File: src/rtl/gf2_div_pkg.sv
// Shared widths, FSM state type and a polynomial-degree helper for the
// bit-serial GF(2)[x] divider.
package gf2_div_pkg;

  localparam int N  = 29;
  localparam int DW = 2*N-1;
  localparam int CW = 7;
  localparam int SW = 5;

  typedef enum logic [2:0] {IDLE, NORM, DIV, FIX, DONE} state_t;

  // Returns the index of the highest set coefficient, or -1 for the zero polynomial
  function automatic int deg(input logic [N-1:0] p);
    for (int i = N-1; i >= 0; i--) begin
      if (p[i]) return i;
    end
    return -1;
  endfunction

endpackage

File: src/rtl/gf2_div_step.sv
// One long-division step: shift the next dividend bit into the partial
// remainder and subtract (XOR) the normalised divisor when the top bit is set.
module gf2_div_step
  import gf2_div_pkg::*;
(
  input  logic [N-2:0] r,
  input  logic [N-1:0] d,
  input  logic         bitin,
  output logic [N-1:0] rnext,
  output logic         qbit
);

  logic [N-1:0] shifted;

  always_comb begin
    shifted = {r, bitin};
    qbit    = shifted[N-1];
    rnext   = qbit ? (shifted ^ d) : shifted;
  end

endmodule

File: src/rtl/gf2_poly_div29.sv
// Bit-serial GF(2)[x] long divider: a = q*b ^ r for a 57-bit dividend and a
// 29-bit divisor, with a valid/ready handshake on both sides.
module gf2_poly_div29
  import gf2_div_pkg::*;
(
  input  logic          clk,
  input  logic          rst,
  input  logic          in_valid,
  output logic          in_ready,
  input  logic [DW-1:0] dividend,
  input  logic [N-1:0]  divisor,
  output logic          out_valid,
  input  logic          out_ready,
  output logic [DW-1:0] quotient,
  output logic [N-2:0]  remainder,
  output logic          div_by_zero
);

  state_t        state;
  logic [DW-1:0] aReg;
  logic [DW-1:0] qReg;
  logic [N-1:0]  rReg;
  logic [N-1:0]  dReg;
  logic [SW-1:0] shift;
  logic [CW-1:0] cnt;
  logic [N-1:0]  stepR;
  logic          stepQ;

  assign in_ready = (state == IDLE) && !rst;

  gf2_div_step u_step (
    .r     (rReg[N-2:0]),
    .d     (dReg),
    .bitin (aReg[DW-1]),
    .rnext (stepR),
    .qbit  (stepQ)
  );

  // The divisor is first shifted up until its top bit is set (shift counts how
  // far). Division then runs shift extra cycles on zero fill, which leaves the
  // remainder scaled by x^shift; FIX undoes that scaling before results publish.
  always_ff @(posedge clk) begin
    if (rst) begin
      state       <= IDLE;
      aReg        <= '0;
      qReg        <= '0;
      rReg        <= '0;
      dReg        <= '0;
      shift       <= '0;
      cnt         <= '0;
      out_valid   <= 1'b0;
      quotient    <= '0;
      remainder   <= '0;
      div_by_zero <= 1'b0;
    end else begin
      case (state)
        IDLE: begin
          if (in_valid) begin
            if (divisor == '0) begin
              quotient    <= '0;
              remainder   <= dividend[N-2:0];
              div_by_zero <= 1'b1;
              out_valid   <= 1'b1;
              state       <= DONE;
            end else begin
              aReg  <= dividend;
              dReg  <= divisor;
              rReg  <= '0;
              qReg  <= '0;
              shift <= '0;
              state <= NORM;
            end
          end
        end
        NORM: begin
          if (dReg[N-1]) begin
            cnt   <= CW'(DW-1) + CW'(shift);
            state <= DIV;
          end else begin
            dReg  <= dReg << 1;
            shift <= shift + SW'(1);
          end
        end
        DIV: begin
          rReg <= stepR;
          qReg <= {qReg[DW-2:0], stepQ};
          aReg <= aReg << 1;
          if (cnt == '0) begin
            cnt   <= CW'(shift);
            state <= FIX;
          end else begin
            cnt <= cnt - CW'(1);
          end
        end
        FIX: begin
          if (cnt == '0) begin
            quotient    <= qReg;
            remainder   <= rReg[N-2:0];
            div_by_zero <= 1'b0;
            out_valid   <= 1'b1;
            state       <= DONE;
          end else begin
            rReg <= rReg >> 1;
            cnt  <= cnt - CW'(1);
          end
        end
        DONE: begin
          if (out_ready) begin
            out_valid <= 1'b0;
            state     <= IDLE;
          end
        end
        default: state <= IDLE;
      endcase
    end
  end

endmodule

File: config.mk
export PLATFORM = sky130hd
export DESIGN_NAME = gf2_poly_div29
export DESIGN_NICKNAME = d
export VERILOG_FILES = /design/src/rtl/gf2_div_pkg.sv /design/src/rtl/gf2_div_step.sv /design/src/rtl/gf2_poly_div29.sv
export SDC_FILE = /design/constraint.sdc
export NUM_CORES = 1
export LEC_CHECK = 0
export BUFFER_PORTS_ARGS = -buffer_cell sky130_fd_sc_hd__buf_2
export CAP_MARGIN = 20
export CELL_PAD_IN_SITES_DETAIL_PLACEMENT = 0
export CELL_PAD_IN_SITES_GLOBAL_PLACEMENT = 1
export CORE_ASPECT_RATIO = 1.5
export CORE_UTILIZATION = 48
export DETAILED_ROUTE_END_ITERATION = 10
export PLACE_DENSITY = 0.88
export SLEW_MARGIN = 20
export SYNTH_ARGS = -nofsm -noshare
export SYNTH_HDL_FRONTEND = slang
export SYNTH_SLANG_ARGS = --single-unit
export TNS_END_PERCENT = 10
File: constraint.sdc
create_clock -name clk -period 3.26 [get_ports clk]
set_clock_uncertainty 0.15 [all_clocks]
set_input_delay 0 -clock clk [delete_from_list [all_inputs] [get_ports clk]]
set_output_delay 0 -clock clk [all_outputs]
set_load 0.03 [all_outputs]
# After elaboration in Yosys (flattened, before gate mapping)
# Index checks and enable logic that the tools add are counted.
# Widths: inputs -> output; s select.
[word_totals]
output_inout_bits = 88
ff_bits = 274
[classes]
n_reduce_logical = 19
eq_ne = 13
bitwise = 1
add_sub_neg = 3
muxes = 45
[ops]
columns = ["op", "n"]
rows = [
  ["$mux 57", 7],
  ["$pmux 57 s2", 3],
  ["$mux 29", 7],
  ["$pmux 29 s3", 1],
  ["$mux 28", 3],
  ["$pmux 29 s2", 1],
  ["$pmux 28 s2", 1],
  ["$logic_not 29->1", 1],
  ["$xor 29x29->29", 1],
  ["$mux 7", 3],
  ["$pmux 7 s3", 1],
  ["$mux 3", 6],
  ["$ne 2x2->1 const B", 8],
  ["$mux 5", 3],
  ["$pmux 3 s5", 1],
  ["$reduce_and 4->1", 3],
  ["$pmux 5 s2", 1],
  ["$reduce_and 5->1", 2],
  ["$reduce_and 3->1", 3],
  ["$reduce_bool 3->1", 3],
  ["$add 6x5->7 const A", 1],
  ["$logic_not 7->1", 1],
  ["$sub 7x1->7 const B", 1],
  ["$eq 3x2->1 const B", 2],
  ["11 further kinds", 17],
]

# Longest topological paths before layout
[depth]
ltp_word = 4
depth_mapped = 8

# By module
# From an unflattened synthesis, not the netlist that was laid out.
[hier_totals]
hier_cells = 1392
area_unflattened_um2 = 12046.6
[modules_own_cells]
columns = ["mod", "n_inst", "area_each_um2", "cells_each"]
rows = [
  ["gf2_poly_div29", 1, 11658.7, 1331],
  ["gf2_div_step", 1, 387.9, 61],
]

# Worst setup path after synthesis
# No wires, ideal clock.
[synth_timing]
kind = "register -> output"
start = "register state[0]"
end = "output in_ready"
path_stages_with_launch = 6
path_slack_ns = 1.005
required_ns = 3.110
t_arrival_ns = 2.105
path_buffers = 4
cell_sequence = "dfxtp_1 -> buf_2 -> buf_1 -> clkbuf_1 -> buf_1 -> nor4_1"
[synth_via]
elab_chain_cells = 2
[synth_lines]
columns = ["element", "line", "source"]
rows = [
  ["from (decl)", "gf2_poly_div29.sv:19", "state_t state;"],
  ["from (signal assigned)", "gf2_poly_div29.sv:44", "state <= IDLE;"],
  ["from (signal assigned)", "gf2_poly_div29.sv:64", "state <= DONE;"],
  ["from (signal assigned)", "gf2_poly_div29.sv:71", "state <= NORM;"],
  ["$logic_not 3->1", "gf2_poly_div29.sv:29", "assign in_ready = (state == IDLE) && !rst;"],
  ["$logic_and 1x1->1", "gf2_poly_div29.sv:29", ""],
  ["to (decl)", "gf2_poly_div29.sv:9", "output logic in_ready,"],
]
# Every way passes these cells.

# Final worst setup path
[layout_timing]
start = "input divisor[9]"
end = "register aReg[0]"
[layout_via]
elab_chain_cells = 3
[layout_lines]
columns = ["element", "line", "source"]
rows = [
  ["from (decl)", "gf2_poly_div29.sv:11", "input logic [N-1:0] divisor,"],
  ["$logic_not 29->1", "gf2_poly_div29.sv:59", "if (divisor == '0) begin"],
  ["$ne 2x2->1 (no line)", "n/a", ""],
  ["$reduce_and 3->1 (no line)", "n/a", ""],
  ["to (signal assigned)", "gf2_poly_div29.sv:66", "aReg <= dividend;"],
  ["to (signal assigned)", "gf2_poly_div29.sv:87", "aReg <= aReg << 1;"],
  ["to (decl)", "gf2_poly_div29.sv:20", "logic [DW-1:0] aReg;"],
]
# Every way passes these cells.
# A chain may end at the register's enable or synchronous reset.

==> results.tsv <==
stage	metric	value	unit
outcome	run status	finished clean	
placed_design	Port Buf Inserts	177	
drt	DRC violation count after routing	0	
setup_path	Worst EP arrival	2940	ps
setup_path	beginning of the critical path	divisor[9]	
clocking	H-tree level count	1	
yosys	post-synthesis sequential element count	274	
clocking	clock tree from TritonCTS	yes	
drt	final WL	35.1	mm
layout	share of the core filled with cells	59.5	%
yosys	warning count from the yosys run	0	
setup_path	Crit Path Max Fanout	32	
die	area enclosed by the die boundary	28200	um^2
layout	Final nets	1692	
die	Starting Density	48.7	%
drt	detailed-routing iteration count for the pre-antenna-repair pass	5	
setup_path	reg-to-reg setup timing slack	650	ps
worst_hold_path	hold path depth	2	
pwr	highest ir drop seen on vdd	0.000515	V
yosys	biggest area consumer among synthesized cells	dfxtp_1	
drt	Routed wire per std cell	17.9	um
layout	fill cell total of the finished layout	2307	
layout	share of layout cells above drive strength 1	21.0	%
global_route	remaining global-route overflow	0	
drt	Routed Antenna Nets	0	
setup_path	crit path capture	aReg[0]	
timing	final-report max-slew violation count	0	
drt	via density per instance	6.04	
timing	accumulated negative setup slack	0	ps
yosys	post-synthesis cell type count	57	
clocking	Sinks on Clock Net	274	
setup_path	endpoint kind of the worst setup timing path	register	
timing	number of endpoints failing setup at the final stage	0	
drt	DRC marker count from the first detailed-route iteration	800	
yosys	Synth top cells by count	dfxtp_1 (274), nand2_1 (143), a22o_1 (114)	
clocking	clock latency at the later pin of the worst-skew pair	540	ps
yosys	per-instance average area after synthesis	9.35	um^2
clocking	number of buffers created by CTS	26	
yosys	dominant cell by count in the synthesized netlist	dfxtp_1	
yosys	async set or reset register ratio after synthesis	0	%
global_route	largest net degree at the start of global routing	125	
yosys	area of the mapped netlist	13200	um^2
yosys	post-synthesis instance total	1412	
yosys	leading cell types by total area after synthesis	dfxtp_1 (42%), a22o_1 (7.6%), mux2_2 (4.8%)	
pwr	leak pwr	6.01	nW
setup_path	Startpoint Class	input port	
timing	worst slew slack as a fraction of its limit	55.2	%
die	row cnt	74	
die	chip width	137	um
placed_design	Routability Congestion	0.832	
setup_path	Reg2Reg Capture Point	quotient[51]	
clocking	total setup buffers inserted after CTS	0	
layout	area taken by multi-input logic gates	6860	um^2
layout	storage element area	5490	um^2
yosys	number of enable flip-flop cells after synthesis	0	
timing	actual slew at the worst max-slew pin	672	ps
timing	Final min period	2660	ps
clocking	Reg clk slew, reported paths	70	ps
global_route	number of global-route vias before repair	11167	
timing	timing-limited maximum frequency	376	MHz
setup_path	worst flop-to-flop path startpoint	state[2]	
pwr	Power Density	594	nW/um^2
clocking	library cell used as clock root buffer	clkbuf_16	
die	Floorplan Core Area	27100	um^2
placed_design	post-detailed-placement half-perimeter wirelength	22.5	mm
timing	Hold Fails Final Rpt	0	
yosys	most instantiated flip-flop cell in the synthesis netlist	dfxtp_1	
setup_path	required time of the critical path	3550	ps
timing	RSZ-0062 raised after global routing	no	
yosys	proportion of netlist area held by the largest area contributor	41.5	%
die	Die Span Y	205	um
die	count of boundary I/O pins	178	
global_route	combined global-route utilization of all metal layers	24.6	%
yosys	Synth Net Count	1506	
yosys	share of synthesized area occupied by flip-flops and latches	41.5	%
global_route	antenna violations before repair	1	
setup_path	depth of the worst register-to-register path	6	
drt	total via count after detailed routing	11835	
timing	share of the clock period used by the worst path after layout	81.5	%
worst_hold_path	worst hold-check path type	input port to register	
run	maximum capacitance violations	0	
layout	layout overhead on the synthesized area	22.2	%
global_route	global-route wire length before repair	56.9	mm
setup_path	CP Class	input port to register	
clocking	buffer levels on the longest clock path	3	
[per-layer routing]
layer  GRT usage, %  share of wire (%)
met1           32.9                 45
met2           40.8                 48
met3           2.70                4.7
met4           8.08                2.5
met5              0                  0
[area by class of cell]
| type | instances | share of cell area (%) |
|---|---|---|
| Inverter | 91 | 2.12 |
| Sequential cell | 274 | 34.0 |
| Antenna cell | 1 | 0.0155 |
| Clock buffer | 31 | 4.27 |
| Multi-Input combinational cell | 898 | 42.5 |
| Clock inverter | 15 | 1.07 |
| Timing Repair Buffer | 307 | 13.4 |
| Tap cell | 342 | 2.65 |
[flip-flops by register name, indices dropped and copies added, names as in the netlist]
| name | flops |
|---|---|
| remainder | 28 |
| aReg | 57 |
| div_by_zero | 1 |
| shift | 5 |
| cnt | 7 |
| dReg | 29 |
| qReg | 57 |
| rReg | 29 |
| quotient | 57 |
| state | 3 |
| out_valid | 1 |
[stage by stage]
stage	setup WS (ps)	power [mW]	instance area [um^2]	cells	hold slack, ps
floorplan	1010	5.79	13200	1412	13.9
global placement	757	6.39	14400	1822	135
detailed placement	665	6.45	14400	1822	147
CTS	629	9.61	16100	1958	16.6
global route	485	10.1	16100	1959	86.7
finish	603	9.59	16100	1959	50.4
[cell families after synthesis]
logic type,Yosys count,share of synthesized area [%]
muxes,115,9.25
adders and majority gates,4,0.379
buffers and inverters,240,7.19
DFF,274,41.5
and+or+nand+nor,354,14.5
AOI/OAI and AO/OA,398,25.4
xor gates and xnor gates,27,1.79
[critical path: stages]
cell	delay, ps
dlygate4sd3_1	530
buf_2	130
nor4_1	570
and4_2	460
buf_4	390
a211oi_1	160
mux2i_1	140
dlygate4sd3_1	560
[what timing repair did]
action,CTS,global route
gates resized for setup,0,0
hold buffers,90,0
setup endpoints to repair,0,0
endpoints found under the hold margin,117,0
[where the power goes]
group / switching, mW / internal [mW]
registers: 0.346 / 3.66
logic: 1.48 / 1.01
clock network: 1.33 / 1.75
total: 3.16 / 6.43
[how the worst min path moves through the flow]
stage	slack (ps)	from	endpoint
finish	50	rst	rReg[17]
detailed placement	150	dividend[52]	aReg[52]
CTS	20	rst	rReg[17]
floorplan	10	divisor[0]	dReg[0]
global placement	140	dividend[39]	aReg[39]
global route	90	rst	rReg[18]
[placed cells by master, fill, tap and decap left out, drive strengths merged, types with 5 or more instances in the layout]
cell	instances
nand2	143
dlygate4sd3	90
buf	217
a211oi	7
clkinv	10
nor3b	29
clkbuf	31
nor2b	29
a32oi	27
mux2	56
mux2i	59
nand3	63
inv	90
a311o	28
o221ai	56
o21ai	14
nor2	9
dfxtp	274
a22o	114
o211ai	59
a21oi	9
a311oi	31
nor3	11
o41ai	28
a31oi	5
nand2b	6
xnor2	27
and4	30
nor4	10
No activity file was read; power rests on OpenSTA's default activity.
